===== src/rtl/fifo_ctrl_pkg.sv =====
// Shared constants and types for the FIFO pointer/flag controller.
// Sizes, FSM state codes and power-up threshold values live here so the
// controller, its interface and the bench agree on a single definition.
package fifo_ctrl_pkg;

  localparam int FIFO_DATA_WIDTH = 10;
  localparam int FIFO_ADDR_WIDTH = 3;
  localparam int FIFO_DEPTH      = 2 ** FIFO_ADDR_WIDTH;

  // FSM state codes, kept as plain constants so the debug port value is stable
  localparam logic [2:0] ST_RESET  = 3'd0;
  localparam logic [2:0] ST_INIT   = 3'd1;
  localparam logic [2:0] ST_IDLE   = 3'd2;
  localparam logic [2:0] ST_ACTIVE = 3'd3;
  localparam logic [2:0] ST_ERROR  = 3'd4;

  // Threshold values used until INIT loads real ones
  localparam logic [FIFO_ADDR_WIDTH:0] TH_AF_DEFAULT = (FIFO_ADDR_WIDTH + 1)'(7);
  localparam logic [FIFO_ADDR_WIDTH:0] TH_AE_DEFAULT = (FIFO_ADDR_WIDTH + 1)'(1);

  // Occupancy-derived status flags, decoded together
  typedef struct packed {
    logic full;
    logic empty;
    logic almost_full;
    logic almost_empty;
  } fifo_flags_t;

  // Pointer advance; wraps modulo the depth through natural overflow
  function automatic logic [FIFO_ADDR_WIDTH-1:0] ptr_next(
    input logic [FIFO_ADDR_WIDTH-1:0] ptr
  );
    return ptr + 1'b1;
  endfunction

endpackage


===== src/rtl/fifo_ctrl_if.sv =====
// Request and memory-side bundle between a FIFO client, the pointer
// controller and the 8x10 dual-pointer memory. The master modport is the
// client side; the slave modport is the controller.
interface fifo_ctrl_if
  import fifo_ctrl_pkg::*;
#(
  parameter int DATA_WIDTH = FIFO_DATA_WIDTH,
  parameter int ADDR_WIDTH = FIFO_ADDR_WIDTH
);

  // Client requests and configuration
  logic                  init;
  logic                  push;
  logic                  pop;
  logic [DATA_WIDTH-1:0] data_in;
  logic [ADDR_WIDTH:0]   th_almost_full;
  logic [ADDR_WIDTH:0]   th_almost_empty;

  // Memory controls
  logic                  wr_enb;
  logic                  rd_enb;
  logic [ADDR_WIDTH-1:0] wr_ptr;
  logic [ADDR_WIDTH-1:0] rd_ptr;
  logic [DATA_WIDTH-1:0] mem_data_in;

  // Status and debug
  logic [ADDR_WIDTH:0]   count;
  logic                  full;
  logic                  empty;
  logic                  almost_full;
  logic                  almost_empty;
  logic                  error;
  logic [2:0]            state;

  modport master (
    output init, push, pop, data_in, th_almost_full, th_almost_empty,
    input  wr_enb, rd_enb, wr_ptr, rd_ptr, mem_data_in,
    input  count, full, empty, almost_full, almost_empty, error, state
  );

  modport slave (
    input  init, push, pop, data_in, th_almost_full, th_almost_empty,
    output wr_enb, rd_enb, wr_ptr, rd_ptr, mem_data_in,
    output count, full, empty, almost_full, almost_empty, error, state
  );

endinterface


===== src/rtl/fifo_ctrl.sv =====
// Pointer/flag controller for an 8-deep, 10-bit dual-pointer memory.
// Converts push/pop requests into memory enables and addresses, tracks the
// occupancy, and decodes full/empty/almost flags from registered state.
// A small FSM gates all traffic: nothing moves until thresholds have been
// loaded in INIT, and any overflow/underflow freezes the block in ERROR
// until the next reset.
module fifo_ctrl
  import fifo_ctrl_pkg::*;
(
  input  logic        clk,
  input  logic        rst_n,
  fifo_ctrl_if.slave  bus
);

  localparam int AW = FIFO_ADDR_WIDTH;
  localparam logic [AW:0] DEPTH_CNT = (AW + 1)'(FIFO_DEPTH);

  logic [2:0]    state_q,  state_d;
  logic [AW-1:0] wr_ptr_q, wr_ptr_d;
  logic [AW-1:0] rd_ptr_q, rd_ptr_d;
  logic [AW:0]   count_q,  count_d;
  logic [AW:0]   th_af_q,  th_af_d;
  logic [AW:0]   th_ae_q,  th_ae_d;
  logic          error_q,  error_d;

  logic        traffic_ok;
  logic        wr_enb;
  logic        rd_enb;
  logic        overflow;
  logic        underflow;
  fifo_flags_t flags;

  // Status flags depend only on registered occupancy and thresholds, so a
  // request never ripples combinationally into full/empty.
  always_comb begin
    flags              = '0;
    flags.full         = (count_q == DEPTH_CNT);
    flags.empty        = (count_q == '0);
    flags.almost_full  = (count_q >= th_af_q);
    flags.almost_empty = (count_q <= th_ae_q);
  end

  // Request qualification. A pop frees a slot in the same edge, so a push at
  // full is accepted when paired with a pop; a pop at empty is never accepted,
  // which means push+pop at empty only writes.
  always_comb begin
    traffic_ok = (state_q == ST_IDLE) || (state_q == ST_ACTIVE);
    wr_enb     = traffic_ok & bus.push & (~flags.full | bus.pop);
    rd_enb     = traffic_ok & bus.pop & ~flags.empty;
    overflow   = traffic_ok & bus.push & flags.full & ~bus.pop;
    underflow  = traffic_ok & bus.pop & flags.empty;
  end

  // Next pointers, occupancy, thresholds and sticky error
  always_comb begin
    wr_ptr_d = wr_enb ? ptr_next(wr_ptr_q) : wr_ptr_q;
    rd_ptr_d = rd_enb ? ptr_next(rd_ptr_q) : rd_ptr_q;
    count_d  = count_q + {{AW{1'b0}}, wr_enb} - {{AW{1'b0}}, rd_enb};
    th_af_d  = th_af_q;
    th_ae_d  = th_ae_q;
    if (state_q == ST_INIT) begin
      th_af_d = bus.th_almost_full;
      th_ae_d = bus.th_almost_empty;
    end
    error_d  = error_q | overflow | underflow;
  end

  // FSM next state: INIT holds while init is high, IDLE waits for the first
  // accepted write, ACTIVE drops back to IDLE once the FIFO drains, and any
  // rejected request lands in ERROR, which only reset leaves.
  always_comb begin
    state_d = state_q;
    case (state_q)
      ST_RESET: state_d = ST_INIT;
      ST_INIT: begin
        if (!bus.init) state_d = ST_IDLE;
      end
      ST_IDLE: begin
        if (bus.init)       state_d = ST_INIT;
        else if (underflow) state_d = ST_ERROR;
        else if (wr_enb)    state_d = ST_ACTIVE;
      end
      ST_ACTIVE: begin
        if (overflow || underflow) state_d = ST_ERROR;
        else if (count_d == '0)    state_d = ST_IDLE;
      end
      ST_ERROR: state_d = ST_ERROR;
      default:  state_d = ST_ERROR;
    endcase
  end

  // State register; reset returns every output to its quiescent value at once
  always_ff @(posedge clk or negedge rst_n) begin
    if (!rst_n) begin
      state_q  <= ST_RESET;
      wr_ptr_q <= '0;
      rd_ptr_q <= '0;
      count_q  <= '0;
      th_af_q  <= TH_AF_DEFAULT;
      th_ae_q  <= TH_AE_DEFAULT;
      error_q  <= 1'b0;
    end else begin
      state_q  <= state_d;
      wr_ptr_q <= wr_ptr_d;
      rd_ptr_q <= rd_ptr_d;
      count_q  <= count_d;
      th_af_q  <= th_af_d;
      th_ae_q  <= th_ae_d;
      error_q  <= error_d;
    end
  end

  assign bus.wr_enb       = wr_enb;
  assign bus.rd_enb       = rd_enb;
  assign bus.wr_ptr       = wr_ptr_q;
  assign bus.rd_ptr       = rd_ptr_q;
  assign bus.mem_data_in  = bus.data_in;
  assign bus.count        = count_q;
  assign bus.full         = flags.full;
  assign bus.empty        = flags.empty;
  assign bus.almost_full  = flags.almost_full;
  assign bus.almost_empty = flags.almost_empty;
  assign bus.error        = error_q;
  assign bus.state        = state_q;

endmodule


===== src/flat_wrapper.sv =====
// flat-port wrapper written by rule: the top's interface ports become plain ports
module fifo_ctrl_flat import fifo_ctrl_pkg::*;
  (clk, rst_n, bus_init, bus_push, bus_pop, bus_data_in, bus_th_almost_full, bus_th_almost_empty, bus_wr_enb, bus_rd_enb, bus_wr_ptr, bus_rd_ptr, bus_mem_data_in, bus_count, bus_full, bus_empty, bus_almost_full, bus_almost_empty, bus_error, bus_state);
  fifo_ctrl_if bus_i ();
  input  logic clk;
  input  logic rst_n;
  input wire logic [$bits(bus_i.init)-1:0] bus_init;
  input wire logic [$bits(bus_i.push)-1:0] bus_push;
  input wire logic [$bits(bus_i.pop)-1:0] bus_pop;
  input wire logic [$bits(bus_i.data_in)-1:0] bus_data_in;
  input wire logic [$bits(bus_i.th_almost_full)-1:0] bus_th_almost_full;
  input wire logic [$bits(bus_i.th_almost_empty)-1:0] bus_th_almost_empty;
  output wire logic [$bits(bus_i.wr_enb)-1:0] bus_wr_enb;
  output wire logic [$bits(bus_i.rd_enb)-1:0] bus_rd_enb;
  output wire logic [$bits(bus_i.wr_ptr)-1:0] bus_wr_ptr;
  output wire logic [$bits(bus_i.rd_ptr)-1:0] bus_rd_ptr;
  output wire logic [$bits(bus_i.mem_data_in)-1:0] bus_mem_data_in;
  output wire logic [$bits(bus_i.count)-1:0] bus_count;
  output wire logic [$bits(bus_i.full)-1:0] bus_full;
  output wire logic [$bits(bus_i.empty)-1:0] bus_empty;
  output wire logic [$bits(bus_i.almost_full)-1:0] bus_almost_full;
  output wire logic [$bits(bus_i.almost_empty)-1:0] bus_almost_empty;
  output wire logic [$bits(bus_i.error)-1:0] bus_error;
  output wire logic [$bits(bus_i.state)-1:0] bus_state;
  assign bus_i.init = bus_init;
  assign bus_i.push = bus_push;
  assign bus_i.pop = bus_pop;
  assign bus_i.data_in = bus_data_in;
  assign bus_i.th_almost_full = bus_th_almost_full;
  assign bus_i.th_almost_empty = bus_th_almost_empty;
  assign bus_wr_enb = bus_i.wr_enb;
  assign bus_rd_enb = bus_i.rd_enb;
  assign bus_wr_ptr = bus_i.wr_ptr;
  assign bus_rd_ptr = bus_i.rd_ptr;
  assign bus_mem_data_in = bus_i.mem_data_in;
  assign bus_count = bus_i.count;
  assign bus_full = bus_i.full;
  assign bus_empty = bus_i.empty;
  assign bus_almost_full = bus_i.almost_full;
  assign bus_almost_empty = bus_i.almost_empty;
  assign bus_error = bus_i.error;
  assign bus_state = bus_i.state;
  fifo_ctrl u_core (.clk(clk), .rst_n(rst_n), .bus(bus_i));
endmodule

===== config.mk =====
export PLATFORM = sky130hd
export DESIGN_NAME = fifo_ctrl_flat
export DESIGN_NICKNAME = d
export VERILOG_FILES = /design/src/rtl/fifo_ctrl_pkg.sv /design/src/rtl/fifo_ctrl_if.sv /design/src/rtl/fifo_ctrl.sv /design/src/flat_wrapper.sv
export SDC_FILE = /design/constraint.sdc
export NUM_CORES = 1
export LEC_CHECK = 0
export ABC_AREA = 1
export BUFFER_PORTS_ARGS = -buffer_cell sky130_fd_sc_hd__buf_2
export CORE_UTILIZATION = 40
export CTS_CLUSTER_DIAMETER = 50
export DETAILED_ROUTE_END_ITERATION = 10
export PLACE_DENSITY = 0.72
export SYNTH_ARGS = -nofsm -noshare
export SYNTH_HDL_FRONTEND = slang
export SYNTH_SLANG_ARGS = --single-unit

===== constraint.sdc =====
create_clock -name clk -period 2.8 [get_ports clk]
set_clock_uncertainty 0.2 [all_clocks]
set_input_delay 0 -clock clk [delete_from_list [all_inputs] [get_ports clk]]
set_output_delay 0 -clock clk [all_outputs]
set_load 0.01 [all_outputs]

==> Word level (Yosys, flattened, before mapping) <==
Index checks and enable logic that the tools add are counted.
{ "op_classes": {"shift": 0, "n_reduce_logical": 6, "n_div": 0, "n_addsub": 4, "mul": 0, "order_cmp": 2, "eq_ne": 7, "n_bitwise": 13, "n_mux": 7} }
{ "ops": {"columns": ["op", "count"], "rows": [
  ["$mux 3", 6],
  ["$pmux 3 s4", 1],
  ["$logic_not 4->1", 2],
  ["$and 1x1->1", 7],
  ["$add 3x1->3 const B", 2],
  ["$eq 3x2->1 const B", 2],
  ["$add 4x1->4", 1],
  ["$eq 4x4->1 const B", 1],
  ["$ge 4x4->1", 1],
  ["$le 4x4->1", 1],
  ["$ne 4x2->1 const B", 1],
  ["$sub 4x1->4", 1],
  ["$eq 3x1->1 const B", 1],
  ["$logic_not 3->1", 1],
  ["$ne 3x3->1 const B", 1],
  ["$not 1->1", 3],
  ["$or 1x1->1", 3],
  ["$reduce_and 3->1", 1],
  ["$logic_or 1x1->1", 2],
  ["$ne 2x2->1 const B", 1]
]} }
{ "totals": {"in_bits": 23, "mem_bits_ro": 0, "latch_bits": 0, "ff_bits": 22, "elab_cells": 46, "mem_bits_rw": 0, "output_inout_bits": 30, "mem_count": 0} }

==> Logic depth before layout (Yosys ltp) <==
{ "depth": {"word_depth": 10, "mapped_depth": 16} }

==> Worst setup path after synthesis <==
OpenSTA, ideal clock, no wires.
{ "synth_path": {"path_kind": "register to register", "start": "reg u_core.count_q[2] (netlist: u_core.bus.count[2])", "end": "reg u_core.state_q[0] (netlist: u_core.bus.state[0])", "path_slack_ps": -39, "t_arrival_ps": 2512, "synth_period_minus_slack_ps": 2839, "path_stages_with_launch": 17, "n_path_buf": 0, "cell_sequence": "dfrtp_1 -> inv_1 -> ha_1 -> nand2_4 -> nand2_4 -> inv_4 -> ha_1 -> inv_1 -> ha_1 -> inv_1 -> fa_1 -> inv_1 -> or2_2 -> nor2_1 -> nand3_1 -> nand2_1 -> o211ai_2"} }
{ "synth_via": {"word_cells_on_any_way": 21} }
{ "synth_rtl": {"columns": ["element", "line", "rtl"], "rows": [
  ["start, declared", "fifo_ctrl.sv:21", "logic [AW:0] count_q, count_d;"],
  ["start signal, assigned", "fifo_ctrl.sv:106", "count_q <= count_d;"],
  ["$logic_not 4->1", "fifo_ctrl.sv:38", "flags.empty = (count_q == '0);"],
  ["$not 1->1", "fifo_ctrl.sv:49", "rd_enb = traffic_ok & bus.pop & ~flags.empty;"],
  ["$and 1x1->1", "fifo_ctrl.sv:49", null],
  ["via bus_rd_enb", "flat_wrapper.sv:14", "output wire logic [$bits(bus_i.rd_enb)-1:0] bus_rd_enb;"],
  ["$sub 4x1->4", "fifo_ctrl.sv:58", "count_d = count_q + {{AW{1'b0}}, wr_enb} - {{AW{1'b0}}, rd_enb};"],
  ["via u_core.count_d[1]", "fifo_ctrl.sv:21", null],
  ["$logic_not 4->1", "fifo_ctrl.sv:85", "else if (count_d == '0) state_d = ST_IDLE;"],
  ["$ne 3x3->1 (no line)", null, null],
  ["$reduce_and 3->1 (no line)", null, null],
  ["end signal, assigned", "fifo_ctrl.sv:103", "state_q <= state_d;"],
  ["end, declared", "fifo_ctrl.sv:18", "logic [2:0] state_q, state_d;"]
]} }
The timed path passes the listed nets, and every way through them passes these cells.
A chain may end at the register's enable or synchronous reset.

==> Worst setup path after layout <==
{ "layout_path": {"start": "reg u_core.count_q[3] (netlist: u_core.bus.count[3])", "end": "reg u_core.state_q[0] (netlist: u_core.bus.state[0])"} }
{ "layout_via": {"elab_chain_cells": 9, "word_cells_on_any_way": 21} }
{ "layout_lines": {"columns": ["element", "line", "rtl"], "rows": [
  ["$eq 4x4->1", "fifo_ctrl.sv:37", "flags.full = (count_q == DEPTH_CNT);"],
  ["$not 1->1", "fifo_ctrl.sv:48", "wr_enb = traffic_ok & bus.push & (~flags.full | bus.pop);"],
  ["$or 1x1->1", "fifo_ctrl.sv:48", null],
  ["$and 1x1->1", "fifo_ctrl.sv:48", null],
  ["$add 4x1->4", "fifo_ctrl.sv:58", null],
  ["$sub 4x1->4 (*)", "fifo_ctrl.sv:58", null],
  ["via u_core.count_d[1]", "fifo_ctrl.sv:21", null],
  ["$logic_not 4->1 (*)", "fifo_ctrl.sv:85", null],
  ["$ne 3x3->1 (no line) (*)", null, null],
  ["$reduce_and 3->1 (no line) (*)", null, null]
]} }
Mark *: on every way through the listed nets, which the timed path passes. The rest lies on a longest branch.

==> metrics list <==
- Total Routing Usage GR: 17.3%
* Via count of the first global-routing pass: 1233
* Class of the most critical setup path: flip-flop to flip-flop
- For this block, the routed nets add up to 3230 um of wire.
- EDFF count, synth: 0
* Mean Syn Cell Area: 9.01 um2
- Diodes inserted: 0
* GR met3 Demand/Resource: 3.83%
* MaxCap Viol Count: 0
- Count of cells along the worst hold path: 4
* Endpoints failing setup: 0
- Slew at the pin closest to its max-slew limit: 0.878 ns
- Startpoint of the most critical register-to-register path: u_core.bus.count[3]
- In this run the tool buffered the top-level ports with 32 buffer cells.
* DRC Markers: 0
- CTS placed an instance of sky130_fd_sc_hd__clkbuf_4 at the clock tree root.
* Top cells by area in the synthesized netlist: sky130_fd_sc_hd__dfrtp_1 (31%), sky130_fd_sc_hd__ha_1 (14%), sky130_fd_sc_hd__nand2_1 (8.7%)
- Most numerous cell on the critical path: sky130_fd_sc_hd__inv_2
- The synthesized netlist occupies a cell area of 1460 um2.
* Area growth syn-to-layout: 40.6%
- Summing over every cut layer, the via total after detailed routing is 1236.
- The worst setup path is captured at a flip-flop.
- Reg2Reg Setup Slack: 0.11 ns
* Largest buffer count on any clock path: 2
- Routability Congestion: 0.795
* Buffers & Inverters on Critical Path: 5
- Measured along the y axis, the die boundary spans 62.4 um.
- Of the available clock period, the critical path in the final layout requires 96.2%.
- After synthesis, the largest area contributor takes up 30.8% of total cell area.
- The run finished with clean final reports.
- Global routing usage on met2: 29.3%
- The cell family contributing the most delay on the critical path is adder cells.
- Fmax: 0.371 GHz
- The endpoint identified for the worst register-to-register timing path is u_core.bus.state[0].
- The tightest min-delay check is of the input pin to flip-flop type.
- The largest single stage delay on the critical path is 0.51 ns.
- Clock buffer count from CTS: 3
* Number of cells on the worst reg-to-reg path: 16
- After floorplanning, the core was divided into 21 placement rows.
* Data arrival time at the worst-slack endpoint: 2.72 ns
- VDD IR-drop max: 0.294 mV
- Using the TritonRoute via totals, the vias-per-cell ratio works out to 4.58.
* Filler Cell Count: 291
- Clk sink count: 22
- Cell count after synthesis: 162
- GRT busiest layer: met2
* Initial core utilization: 42.7%
- Die outline width: 62.4 um
* Biggest area consumer among synthesized cells: sky130_fd_sc_hd__dfrtp_1
- Number of flip-flops and latches in the synthesized netlist: 22
- Critical-path cell list: inv_2 -> ha_4 -> nand2_4 -> nand2_4 -> inv_4 -> ha_4 -> inv_2 -> ha_4 -> inv_2 -> fa_1 -> inv_2 -> or2_4 -> nor2_4 -> nand3_2 -> nand2_2 -> o211ai_2
* Routed length per placed instance: 11.9 um
- Pin count of the biggest net entering global routing: 19
* Layout cell share with drive strength beyond 1: 39.3%
* Pins Over Slew Limit: 0
* Count of synthesis-stage warnings from yosys: 0
- The analysis attributes to cell leakage a power of 1.10 nW.
- Number of H-tree levels: 1
- Hold timing on the final database bottoms out at a slack of 0.202 ns.
* TritonCTS clock tree: done
- Finished Cell Area: 2050 um2
* Post-detailed-placement half-perimeter wirelength: 2130 um
- Terminating pin of the worst hold path: u_core.th_af_q[1]
* Clock latency at the later pin of the worst-skew pair: 0.32 ns
* Power Dens Cells: 299 nW/um2
- Nature of the critical path startpoint: flip-flop
- Critical path's slowest cell: sky130_fd_sc_hd__fa_1
- Required time at the endpoint of the critical path: 2.83 ns
- Sequential share of the synthesized area: 38.0%
- Boundary pin count: 53
- GRT overflow: 0
- Global routing met1 resource utilization: 21.5%
- For this run, asynchronously set or reset flops after synthesis account for 100%.
- After clock tree synthesis, the clock-pin slew on the worst setup and hold paths is 0.14 ns.
- The final layout contains 265 nets.
- After layout, the minimum clock period comes to 2.69 ns.
* Iter 0 DRT Violations: 45
- Synthesis produced a netlist with a net count of 202.
- Worst Min Path Start: bus_th_almost_full[1]
- Initial DRT Pass Iterations: 4
* Relative max-transition margin: 41.2%
- The total area inside the core boundary comes to 3420 um2.
- Along the worst path, the maximum fanout reaches 3.
- Once detail routing completed, the nets flagged for antenna violations numbered 0.
- The initial antenna violation count came to 0.
- The number of endpoints with negative hold slack in the final report came to 0.
- Top FF cell, synth: sky130_fd_sc_hd__dfrtp_1
- Wire length of the first global-routing pass: 5310 um
- Post-Place Cell Area: 1670 um2
* Synth cell types: 29
- Die area: 3900 um2
==> flip-flops by register name, summed over array words and instances (netlist names) <==
| register | count |
|---|---|
| u_core.bus.count | 4 |
| u_core.bus.error | 1 |
| u_core.bus.rd_ptr | 3 |
| u_core.bus.state | 3 |
| u_core.bus.wr_ptr | 3 |
| u_core.th_ae_q | 4 |
| u_core.th_af_q | 4 |
==> layer usage <==
layer	wire length [um]	up-vias
met2	1560	26
met3	125	5
met1	1500	585
met4	38	0
li1	-	620
met5	0	-
==> where the power goes <==
group | leakage (nW) | internal (W) | switching, W
combinational | 0.819 | 0.0000283 | 0.0000189
clock | 0.0279 | 0.000145 | 0.000104
sequential | 0.257 | 0.000318 | 0
==> cells in the final DEF, fill, tap and decap left out, drive strengths merged, types with 2 or more instances in the layout <==
master and instances:
buf 45, nand2 39, inv 29, dlygate4sd3 24, dfrtp 18, ha 16
nor2 9, o21ai 8, nand3 8, xnor2 5, a21oi 4, dfstp 4
clkbuf 3, o211ai 3, or2 2, nor3 2
==> metrics by stage <==
stage               worst slack (ns)  util, %  total power (W)  TNS (ns)  std cells
CTS                          0.00158     57.7         0.000623         0        266
detailed placement           -0.0252     48.8         0.000340   -0.0252        237
global placement              0.0811     48.8         0.000340         0        237
floorplan                   0.000366        -         0.000339         0        162
finish                         0.106     60.1         0.000614         0        270
global route                -0.00805     60.1         0.000639  -0.00805        270
==> area by class of cell <==
type / instances / area [um2] / area share, %
Clock buffer: 3 / 22.5 / 1.10
Clock inverter: 1 / 30.0 / 1.46
Inverter: 30 / 120 / 5.85
Multi-Input combinational cell: 99 / 769 / 37.5
Sequential cell: 22 / 556 / 27.1
Tap cell: 46 / 57.6 / 2.80
Timing Repair Buffer: 69 / 498 / 24.3
==> cell usage after synthesis, types with 2 or more instances <==
cell	instances
sky130_fd_sc_hd__dfrtp_1	18
sky130_fd_sc_hd__nand2_1	34
sky130_fd_sc_hd__nand3_2	3
sky130_fd_sc_hd__nand3_1	5
sky130_fd_sc_hd__inv_1	25
sky130_fd_sc_hd__xnor2_1	3
sky130_fd_sc_hd__nor2_4	2
sky130_fd_sc_hd__nor2_2	2
sky130_fd_sc_hd__o211ai_2	2
sky130_fd_sc_hd__ha_1	16
sky130_fd_sc_hd__o21ai_0	8
sky130_fd_sc_hd__nand2_4	3
sky130_fd_sc_hd__a21oi_1	4
sky130_fd_sc_hd__nor2_1	5
sky130_fd_sc_hd__inv_2	3
sky130_fd_sc_hd__dfstp_2	4
sky130_fd_sc_hd__nand2_2	2
sky130_fd_sc_hd__xnor2_2	2
sky130_fd_sc_hd__buf_4	11
==> kinds of logic after synthesis <==
family	share of synthesized area [%]
and+or+nand+nor	22.6
buffers and inverters	13.9
DFF	38.0
adders and majority gates	15.1
AOI/OAI and AO/OA	6.34
xor gates and xnor gates	4.03
==> repair_timing <==
action | 4_1_cts | 5_1_grt
buffers inserted | 1 | 4
hold endpoints to repair | 46 | 0
hold buffers | 24 | 0
pin swaps | 4 | 4
endpoints found under the setup margin | 1 | 1
resized for setup | 2 | 12
==> worst max-delay path by stage <==
| stage | from | to | slack (ns) | depth (start not counted) |
|---|---|---|---|---|
| final | u_core.bus.count[3] | u_core.bus.state[0] | 0.11 | 16 |
| after global routing | u_core.bus.count[3] | u_core.bus.state[0] | -0.008 | 16 |
| after CTS | u_core.bus.count[2] | u_core.bus.state[0] | 0.002 | 15 |
| after detailed placement | u_core.bus.count[3] | u_core.bus.state[0] | -0.03 | 16 |
| after global placement | u_core.bus.count[2] | u_core.bus.state[0] | 0.08 | 15 |
| after floorplan | u_core.bus.count[1] | u_core.bus.state[0] | 0.0004 | 15 |
==> worst min-delay path, stage by stage <==
cell                            delay [ns]
sky130_fd_sc_hd__dlygate4sd3_1        0.51
sky130_fd_sc_hd__buf_2                0.09
sky130_fd_sc_hd__nand2_1              0.04
sky130_fd_sc_hd__o21ai_0              0.06
(Power assumes the default switching activity.)
